$ cat config.mk
export PLATFORM = sky130hd
export DESIGN_NAME = div_arbiter
export DESIGN_NICKNAME = d
export VERILOG_FILES = /design/src/rtl/div_arbiter.sv
export SDC_FILE = /design/constraint.sdc
export NUM_CORES = 1
export LEC_CHECK = 0
export CAP_MARGIN = 20
export CORE_AREA = 2 2 133 135
export CTS_CLUSTER_SIZE = 25
export DETAILED_ROUTE_END_ITERATION = 10
export DIE_AREA = 0 0 135 137
export PLACE_DENSITY = 0.89
export RECOVER_POWER = 50
export SETUP_SLACK_MARGIN = 0.02
export SLEW_MARGIN = 0
export SYNTH_ARGS = -nofsm -noshare
export SYNTH_HDL_FRONTEND = slang
export SYNTH_SLANG_ARGS = --single-unit
$ cat constraint.sdc
create_clock -name clk -period 3.5 [get_ports clk]
set_clock_uncertainty 0.2 [all_clocks]
set_input_delay 0.7 -clock clk [delete_from_list [all_inputs] [get_ports clk]]
set_output_delay 0.7 -clock clk [all_outputs]
set_load 0.01 [all_outputs]
$ cat src/rtl/div_arbiter.sv
// -----------------------------------------------------------------------------
// div_arbiter
//
// Shares one iterative 32-bit divider between two requesters:
//   port 0 : EX-stage DIV/DIVU path
//   port 1 : multi-cycle MADD/MSUB/HILO-assist path
// Requests are arbitrated round-robin. The winner's operands are latched and
// presented to the divider, and the {remainder, quotient} result goes back to
// the owner with a one-cycle done pulse. An owner flush or a watchdog timeout
// annuls the divider instead. Every completion or abort is followed by a
// QUIET-cycle release window before the next grant.
//
// Ports:
//   clk, rst          clock, asynchronous active-low reset
//   req_i[1:0]        per-requester request, held until done or flush
//   signed_i[1:0]     per-requester signed (DIV) / unsigned (DIVU)
//   op1_x_i, op2_x_i  requester x dividend / divisor
//   flush_i[1:0]      per-requester cancel
//   gnt_o[1:0]        one-hot owner, valid in BUSY and RESULT
//   done_o[1:0]       one-cycle completion pulse to the owner
//   result_o[63:0]    {remainder, quotient}, valid with done_o
//   dz_o              divide-by-zero flag, valid with done_o
//   err_o             one-cycle watchdog timeout pulse
//   busy_o            high whenever the arbiter is not idle
//   div_*_o           operands and start/annul controls to the divider
//   div_result_i      {remainder, quotient} from the divider
//   div_ready_i       divider completion strobe
// -----------------------------------------------------------------------------
module div_arbiter #(
    parameter int TIMEOUT = 48,
    parameter int QUIET   = 2
) (
    input  logic        clk,
    input  logic        rst,
    input  logic [1:0]  req_i,
    input  logic [1:0]  signed_i,
    input  logic [31:0] op1_0_i,
    input  logic [31:0] op2_0_i,
    input  logic [31:0] op1_1_i,
    input  logic [31:0] op2_1_i,
    input  logic [1:0]  flush_i,
    output logic [1:0]  gnt_o,
    output logic [1:0]  done_o,
    output logic [63:0] result_o,
    output logic        dz_o,
    output logic        err_o,
    output logic        busy_o,
    output logic        div_signed_o,
    output logic [31:0] div_op1_o,
    output logic [31:0] div_op2_o,
    output logic        div_start_o,
    output logic        div_annul_o,
    input  logic [63:0] div_result_i,
    input  logic        div_ready_i
);

    // One counter serves both as the BUSY watchdog and the RELEASE timer.
    localparam int CW = $clog2(TIMEOUT + QUIET + 1);

    typedef enum logic [1:0] {IDLE, BUSY, RESULT, RELEASE} state_t;

    state_t        state;
    logic          last_gnt;
    logic          dz;
    logic [CW-1:0] cnt;

    logic [1:0]    valid;
    logic          pick;
    logic          owner_flush;
    logic          ready_ok;
    logic          timed_out;

    // Arbitration and BUSY-state event decode. A flushing requester is never
    // a candidate, and a tie goes to whoever did not win last time. Ready is
    // masked in the first BUSY cycle (cnt == 0) so a stale strobe left over
    // from the previous operation cannot complete the new one.
    always_comb begin
        valid       = req_i & ~flush_i;
        pick        = 1'b0;
        if (valid == 2'b10) begin
            pick = 1'b1;
        end else if (valid == 2'b11) begin
            pick = ~last_gnt;
        end
        owner_flush = |(flush_i & gnt_o);
        ready_ok    = div_ready_i && (cnt != '0);
        timed_out   = (cnt == CW'(TIMEOUT - 1));
    end

    assign busy_o = (state != IDLE);

    // Main sequencer. All outputs are registered so they change only on the
    // clock edge, except under reset where they drop immediately. Pulsed
    // outputs (done, err, annul, dz) default low every cycle. Abort priority
    // in BUSY is owner flush, then ready, then timeout; a timeout only raises
    // err when no flush caused the abort.
    always_ff @(posedge clk or negedge rst) begin
        if (!rst) begin
            state        <= IDLE;
            last_gnt     <= 1'b1;
            dz           <= 1'b0;
            cnt          <= '0;
            gnt_o        <= 2'b00;
            done_o       <= 2'b00;
            result_o     <= '0;
            dz_o         <= 1'b0;
            err_o        <= 1'b0;
            div_signed_o <= 1'b0;
            div_op1_o    <= '0;
            div_op2_o    <= '0;
            div_start_o  <= 1'b0;
            div_annul_o  <= 1'b0;
        end else begin
            done_o      <= 2'b00;
            err_o       <= 1'b0;
            div_annul_o <= 1'b0;
            dz_o        <= 1'b0;
            case (state)
                IDLE: begin
                    if (valid != 2'b00) begin
                        state        <= BUSY;
                        gnt_o        <= pick ? 2'b10 : 2'b01;
                        last_gnt     <= pick;
                        div_signed_o <= signed_i[pick];
                        div_op1_o    <= pick ? op1_1_i : op1_0_i;
                        div_op2_o    <= pick ? op2_1_i : op2_0_i;
                        dz           <= pick ? (op2_1_i == '0) : (op2_0_i == '0);
                        cnt          <= '0;
                        div_start_o  <= 1'b1;
                    end
                end
                BUSY: begin
                    cnt <= cnt + 1'b1;
                    if (owner_flush || (!ready_ok && timed_out)) begin
                        state        <= RELEASE;
                        err_o        <= ~owner_flush;
                        div_annul_o  <= 1'b1;
                        div_start_o  <= 1'b0;
                        gnt_o        <= 2'b00;
                        div_signed_o <= 1'b0;
                        div_op1_o    <= '0;
                        div_op2_o    <= '0;
                        cnt          <= '0;
                    end else if (ready_ok) begin
                        state       <= RESULT;
                        result_o    <= div_result_i;
                        done_o      <= gnt_o;
                        dz_o        <= dz;
                        div_start_o <= 1'b0;
                    end
                end
                RESULT: begin
                    state        <= RELEASE;
                    gnt_o        <= 2'b00;
                    div_signed_o <= 1'b0;
                    div_op1_o    <= '0;
                    div_op2_o    <= '0;
                    cnt          <= '0;
                end
                RELEASE: begin
                    if (cnt == CW'(QUIET - 1)) begin
                        state <= IDLE;
                        cnt   <= '0;
                    end else begin
                        cnt <= cnt + 1'b1;
                    end
                end
                default: state <= IDLE;
            endcase
        end
    end

endmodule
# Word level (Yosys, flattened, before mapping)

Index checks and enable logic that the tools add are counted.

Bitwise operators: 6
Multiplexer cells: 42
Reductions and logical operators: 18
$add $sub $neg: 1
Equality and inequality tests: 11
Order comparisons: 1

Operator list:

| operator              | count |
|---|---|
| $pmux W32 S3          | 2 |
| $mux W32              | 5 |
| $logic_not A32 Y1     | 2 |
| $pmux W6 S4           | 1 |
| $mux W2               | 10 |
| $mux W6               | 3 |
| $mux W1               | 17 |
| $reduce_and A3 Y1     | 4 |
| $eq A2 B2 Y1 const B  | 4 |
| $pmux W2 S4           | 1 |
| $add A6 B1 Y6 const B | 1 |
| $eq A6 B1 Y1 const B  | 1 |
| $eq A6 B6 Y1 const B  | 1 |
| $ne A2 B2 Y1 const B  | 3 |
| $pmux W2 S3           | 1 |
| $reduce_bool A2 Y1    | 3 |
| $reduce_bool A6 Y1    | 1 |
| $and A2 B2 Y2         | 2 |
| $ne A3 B3 Y1 const B  | 1 |
| $not A1 Y1            | 3 |
| $pmux W1 S3           | 1 |
| $reduce_bool A3 Y1    | 1 |
| $eq A2 B1 Y1 const B  | 1 |
| $logic_and A1 B1 Y1   | 2 |
| other kinds (8)       | 8 |

Output and inout bits: 138
Word-level logic and storage cells: 93
Bits in registers: 147
Input bits: 201

# Depth between registers and ports, before layout

Word-level depth: 9
Gate-level depth with buffers: 9
Mapped depth without buffers: 6

# Least setup slack after synthesis

Ideal clock, no wire load.

Kind: input -> register
From: input div_ready_i
To: register gnt_o[0]
Required time: 3.155 ns
Path slack: 0.947 ns
Setup time: 0.145 ns
Stages: 8
Path buffers: 3
Arrival: 2.208 ns
Cells stage by stage: or3b_1 o211a_1 or3_1 buf_6 buf_6 buf_6 nand2_1 o31ai_2

Word-level cells in the longest chain between the ends: 6

Ends and longest elaborated chain:

| what                               | line | RTL |
|---|---|---|
| start: declaration                 | 54   | `input logic div_ready_i` |
| $logic_and A1 B1 Y1                | 86   | `ready_ok = div_ready_i && (cnt != '0);` |
| $logic_not A1 Y1                   | 134  | `if (owner_flush \|\| (!ready_ok && timed_out)) begin` |
| $logic_and A1 B1 Y1                | 134  |  |
| $logic_or A1 B1 Y1                 | 134  |  |
| $ne A2 B2 Y1 (no source line)      | --   |  |
| $reduce_and A3 Y1 (no source line) | --   |  |
| end signal: assignment             | 122  | `gnt_o <= pick ? 2'b10 : 2'b01;` |
| end: declaration                   | 42   | `output logic [1:0] gnt_o,` |

No other way between the ends.
A chain may end at the register's enable or synchronous reset.

# Worst setup path after layout

From: input flush_i[0]
To: register div_op2_o[22]

Word-level cells in the longest chain between the ends: 8
Elaborated cells between the ends (all ways): 16
Classes of those cells: eq/ne: 4; mux: 5; bitwise: 3; reduce/logical: 4

Ends and longest elaborated chain:

| what                   | line | RTL |
|---|---|---|
| start: declaration     | 41   | `input logic [1:0] flush_i,` |
| $not A2 Y2             | 78   | `valid = req_i & ~flush_i;` |
| $and A2 B2 Y2          | 78   |  |
| $eq A2 B2 Y1           | 82   | `end else if (valid == 2'b11) begin` |
| $mux W1                | 82   |  |
| $mux W1                | 80   | `if (valid == 2'b10) begin` |
| $mux W32               | 126  | `div_op2_o <= pick ? op2_1_i : op2_0_i;` |
| $mux W32               | 120  | `if (valid != 2'b00) begin` |
| $pmux W32 S3           | 118  | `case (state)` |
| end signal: assignment | 126  |  |
| end: declaration       | 50   | `output logic [31:0] div_op2_o,` |

Several ways; a longest one is shown, not always the timed one. The select of a mux whose other input is x is not followed.

==> flow_metrics.env <==
export IMPL_grt_usage_pct=21.4
export IMPL_antenna_cells=0
export IMPL_post_cts_buffers=0
export IMPL_yosys_area_top_type="dfrtp_1"
export IMPL_initial_core_util_pct=40.6
export IMPL_postSynthAreaPerCell_um2=12.7
export IMPL_dr_first_iter_drc_count=202
export IMPL_place_congestion=0.925
export IMPL_grt_max_degree=77
export IMPL_drt_total_wl_um=19700
export IMPL_crit_required_ps=3550
export IMPL_yosysMostFrequentCell="dfrtp_1"
export IMPL_synth_cells=543
export IMPL_max_vdd_ir_drop_v=0.000830
export IMPL_yosysTopAreaCellShare_pct=52.8
export IMPL_clkLatencyLatePin_ps=410
export IMPL_fin_tns_setup_ps=0
export IMPL_p_leak_nw=4.94
export IMPL_synth_area_mux_share_pct=20.0
export IMPL_status="finished, violations left"
export IMPL_grt_overflow_total=0
export IMPL_synth_area_leaders="dfrtp_1 (53%), mux2_2 (11%), mux2i_1 (9.4%)"
export IMPL_finalPower_mw=9.03
export IMPL_viasPerCell=5.02
export IMPL_slew_limit_headroom_pct=-28.7
export IMPL_synth_cell_type_count=36
export IMPL_drcViolationCount=0
export IMPL_clk_pin_slew_ps=60
export IMPL_top_layer="met4"
export IMPL_final_core_util_pct=64.7
export IMPL_reg2reg_slack_ps=960
export IMPL_dr_wl_met3_um=1480
export IMPL_clkSinkCount=147
export IMPL_chipHeight_um=137
export IMPL_cts_tree="yes"
export IMPL_path_class="input port to register"
export IMPL_max_cap_viol_count=1
export IMPL_die_w_um=135
export IMPL_synth_commonest_cells="dfrtp_1 (146), nand2_1 (75), mux2_2 (65), mux2i_1 (65), o31ai_2 (50)"
export IMPL_place_detailed_hpwl_um=14900
export IMPL_cts_resized=0
export IMPL_fin_ws_ps=650
export IMPL_period_needed_ps=2850
export IMPL_clockBufferDepth=2
export IMPL_async_reset_ff_share_pct=100
export IMPL_crit_path_end_kind="register"
export IMPL_coreArea_um2=17100
export IMPL_synthSimpleGateAreaFrac_pct=8.12
export IMPL_wire_per_inst_um=17.8
export IMPL_synth_compound_area_share_pct=12.8
export IMPL_yosysWarnings=0
export IMPL_synth_fa_ha_area_share_pct=1.27
export IMPL_final_max_slew_viol_count=75
export IMPL_hold_path_class="register to register"
export IMPL_synthFlopType="dfrtp_1"
export IMPL_finalHoldViolCount=0
export IMPL_seq_area_frac_synth_pct=53.2
export IMPL_max_slew_worst_pin_slew_ps=1930
export IMPL_dieArea_um2=18500
export IMPL_fin_crit_sh_pct=81.4
export IMPL_synth_xor_area_share_pct=0.380
export IMPL_cp_data_arrival_time_ps=2900
export IMPL_start_kind="input port"
export IMPL_wl_met1_um=7750
export IMPL_cts_buffers=17
export IMPL_drtPass1Iterations=4
export IMPL_mappedNetlistArea_um2=6920
export IMPL_drive_above_1_share_pct=18.1
export IMPL_rsz0062_at_grt="false"
export IMPL_area_growth_pct=59.6
export IMPL_hold_buffers=0
export IMPL_via_count=5572
export IMPL_cp_max_fo=40
export IMPL_synth_fp_nets=751
export IMPL_io_pins=339
export IMPL_dr_wl_met2_um=10200
export IMPL_finalNetCount=1080
export IMPL_power_density_nw_per_um2=818
export IMPL_place_ws_ps=348
export IMPL_synth_top_family_by_area="multiplexers"
export IMPL_grt_first_pass_wirelength_um=30400
export IMPL_rows=48
export IMPL_violations="max-capacitance violations, max-slew violations"
export IMPL_io_buffers=338
export IMPL_cts_root_buf="clkbuf_16"
export IMPL_ys_ff_latch=147
export IMPL_fmax_mhz=351
export IMPL_n_fill_cell=1327
export IMPL_setup_viol=0
export IMPL_antenna_found_initial=0
export IMPL_htree_levels=4
export IMPL_synth_edff_count=0
export IMPL_ant_nets=0
export IMPL_grt_pass1_vias=5650
power by group:
| part | total (mW) | internal [mW] | switching [mW] |
|---|---|---|---|
| logic | 4.51 | 2.22 | 2.29 |
| registers | 2.77 | 2.42 | 0.352 |
| clock network | 1.75 | 1.01 | 0.735 |
layer usage:
layer	up-vias	global-route usage, %
met5	-	0
met4	0	6.71
met3	25	6.48
met2	229	38.0
met1	2669	24.8
li1	2649	-
critical path: stages:
cell and delay (ps):
dlygate4sd3_1 580, nor2b_1 190, a21o_1 620, buf_12 350, mux2i_1 350, o31ai_2 80
final cells by class:
cell class	instances	area [µm²]	share of cell area (%)
Clock buffer	20	447	4.05
Clock inverter	12	124	1.12
Inverter	8	30.0	0.272
Multi-Input combinational cell	350	2980	27.0
Sequential cell	147	3680	33.3
Tap cell	225	282	2.55
Timing Repair Buffer	348	3500	31.7
sequential cells by signal (all words and copies together), names as in the netlist, 2 cells and up:
register / cells
result_o: 64
div_op1_o: 32
div_op2_o: 32
cnt: 6
done_o: 2
gnt_o: 2
state: 2
through the flow:
step / area [µm²] / std cells / hold slack, ps
2_1_floorplan: 6920 / 543 / 204
3_3_place_gp: 10500 / 1078 / 262
3_5_place_dp: 10500 / 1078 / 269
4_1_cts: 11100 / 1110 / 123
5_1_grt: 11000 / 1110 / 301
6_report: 11000 / 1110 / 274
final timing paths:
kind / cells after the start / to / start
setup / recovery: 6 / div_op2_o[22] / flush_i[0]
hold / removal: 2 / div_op1_o[11] / div_op1_o[11]
hold reg to reg: 2 / div_op1_o[11] / div_op1_o[11]
min in group asynchronous: 1 / result_o[16] / rst
max in group asynchronous: 2 / result_o[35] / rst
setup reg to reg: 5 / result_o[35] / cnt[3]
logic make-up after synthesis:
family | after synthesis
compound gates | 87
buf+inv | 46
simple gates | 123
flops | 147
xor+xnor | 3
mux | 130
fa+ha+maj | 7
cell usage in the layout (no fill, tap or decap), types with 3 or more instances in the layout:
master and instances:
clkdlybuf4s50_1 273, dfrtp_1 146, nand2_1 75, mux2i_1 65, mux2_2 65, dlygate4sd3_1 64, o31ai_2 50, nor4_1 18
o31ai_1 18, clkbuf_16 17, inv_1 8, nor2_1 7, o21ai_0 7, ha_1 6, nand4_1 5, buf_4 5
buf_12 4, nor3_1 3, a21oi_1 3, xor2_1 3, inv_6 3, clkinvlp_4 3
(Power assumes the default switching activity.)
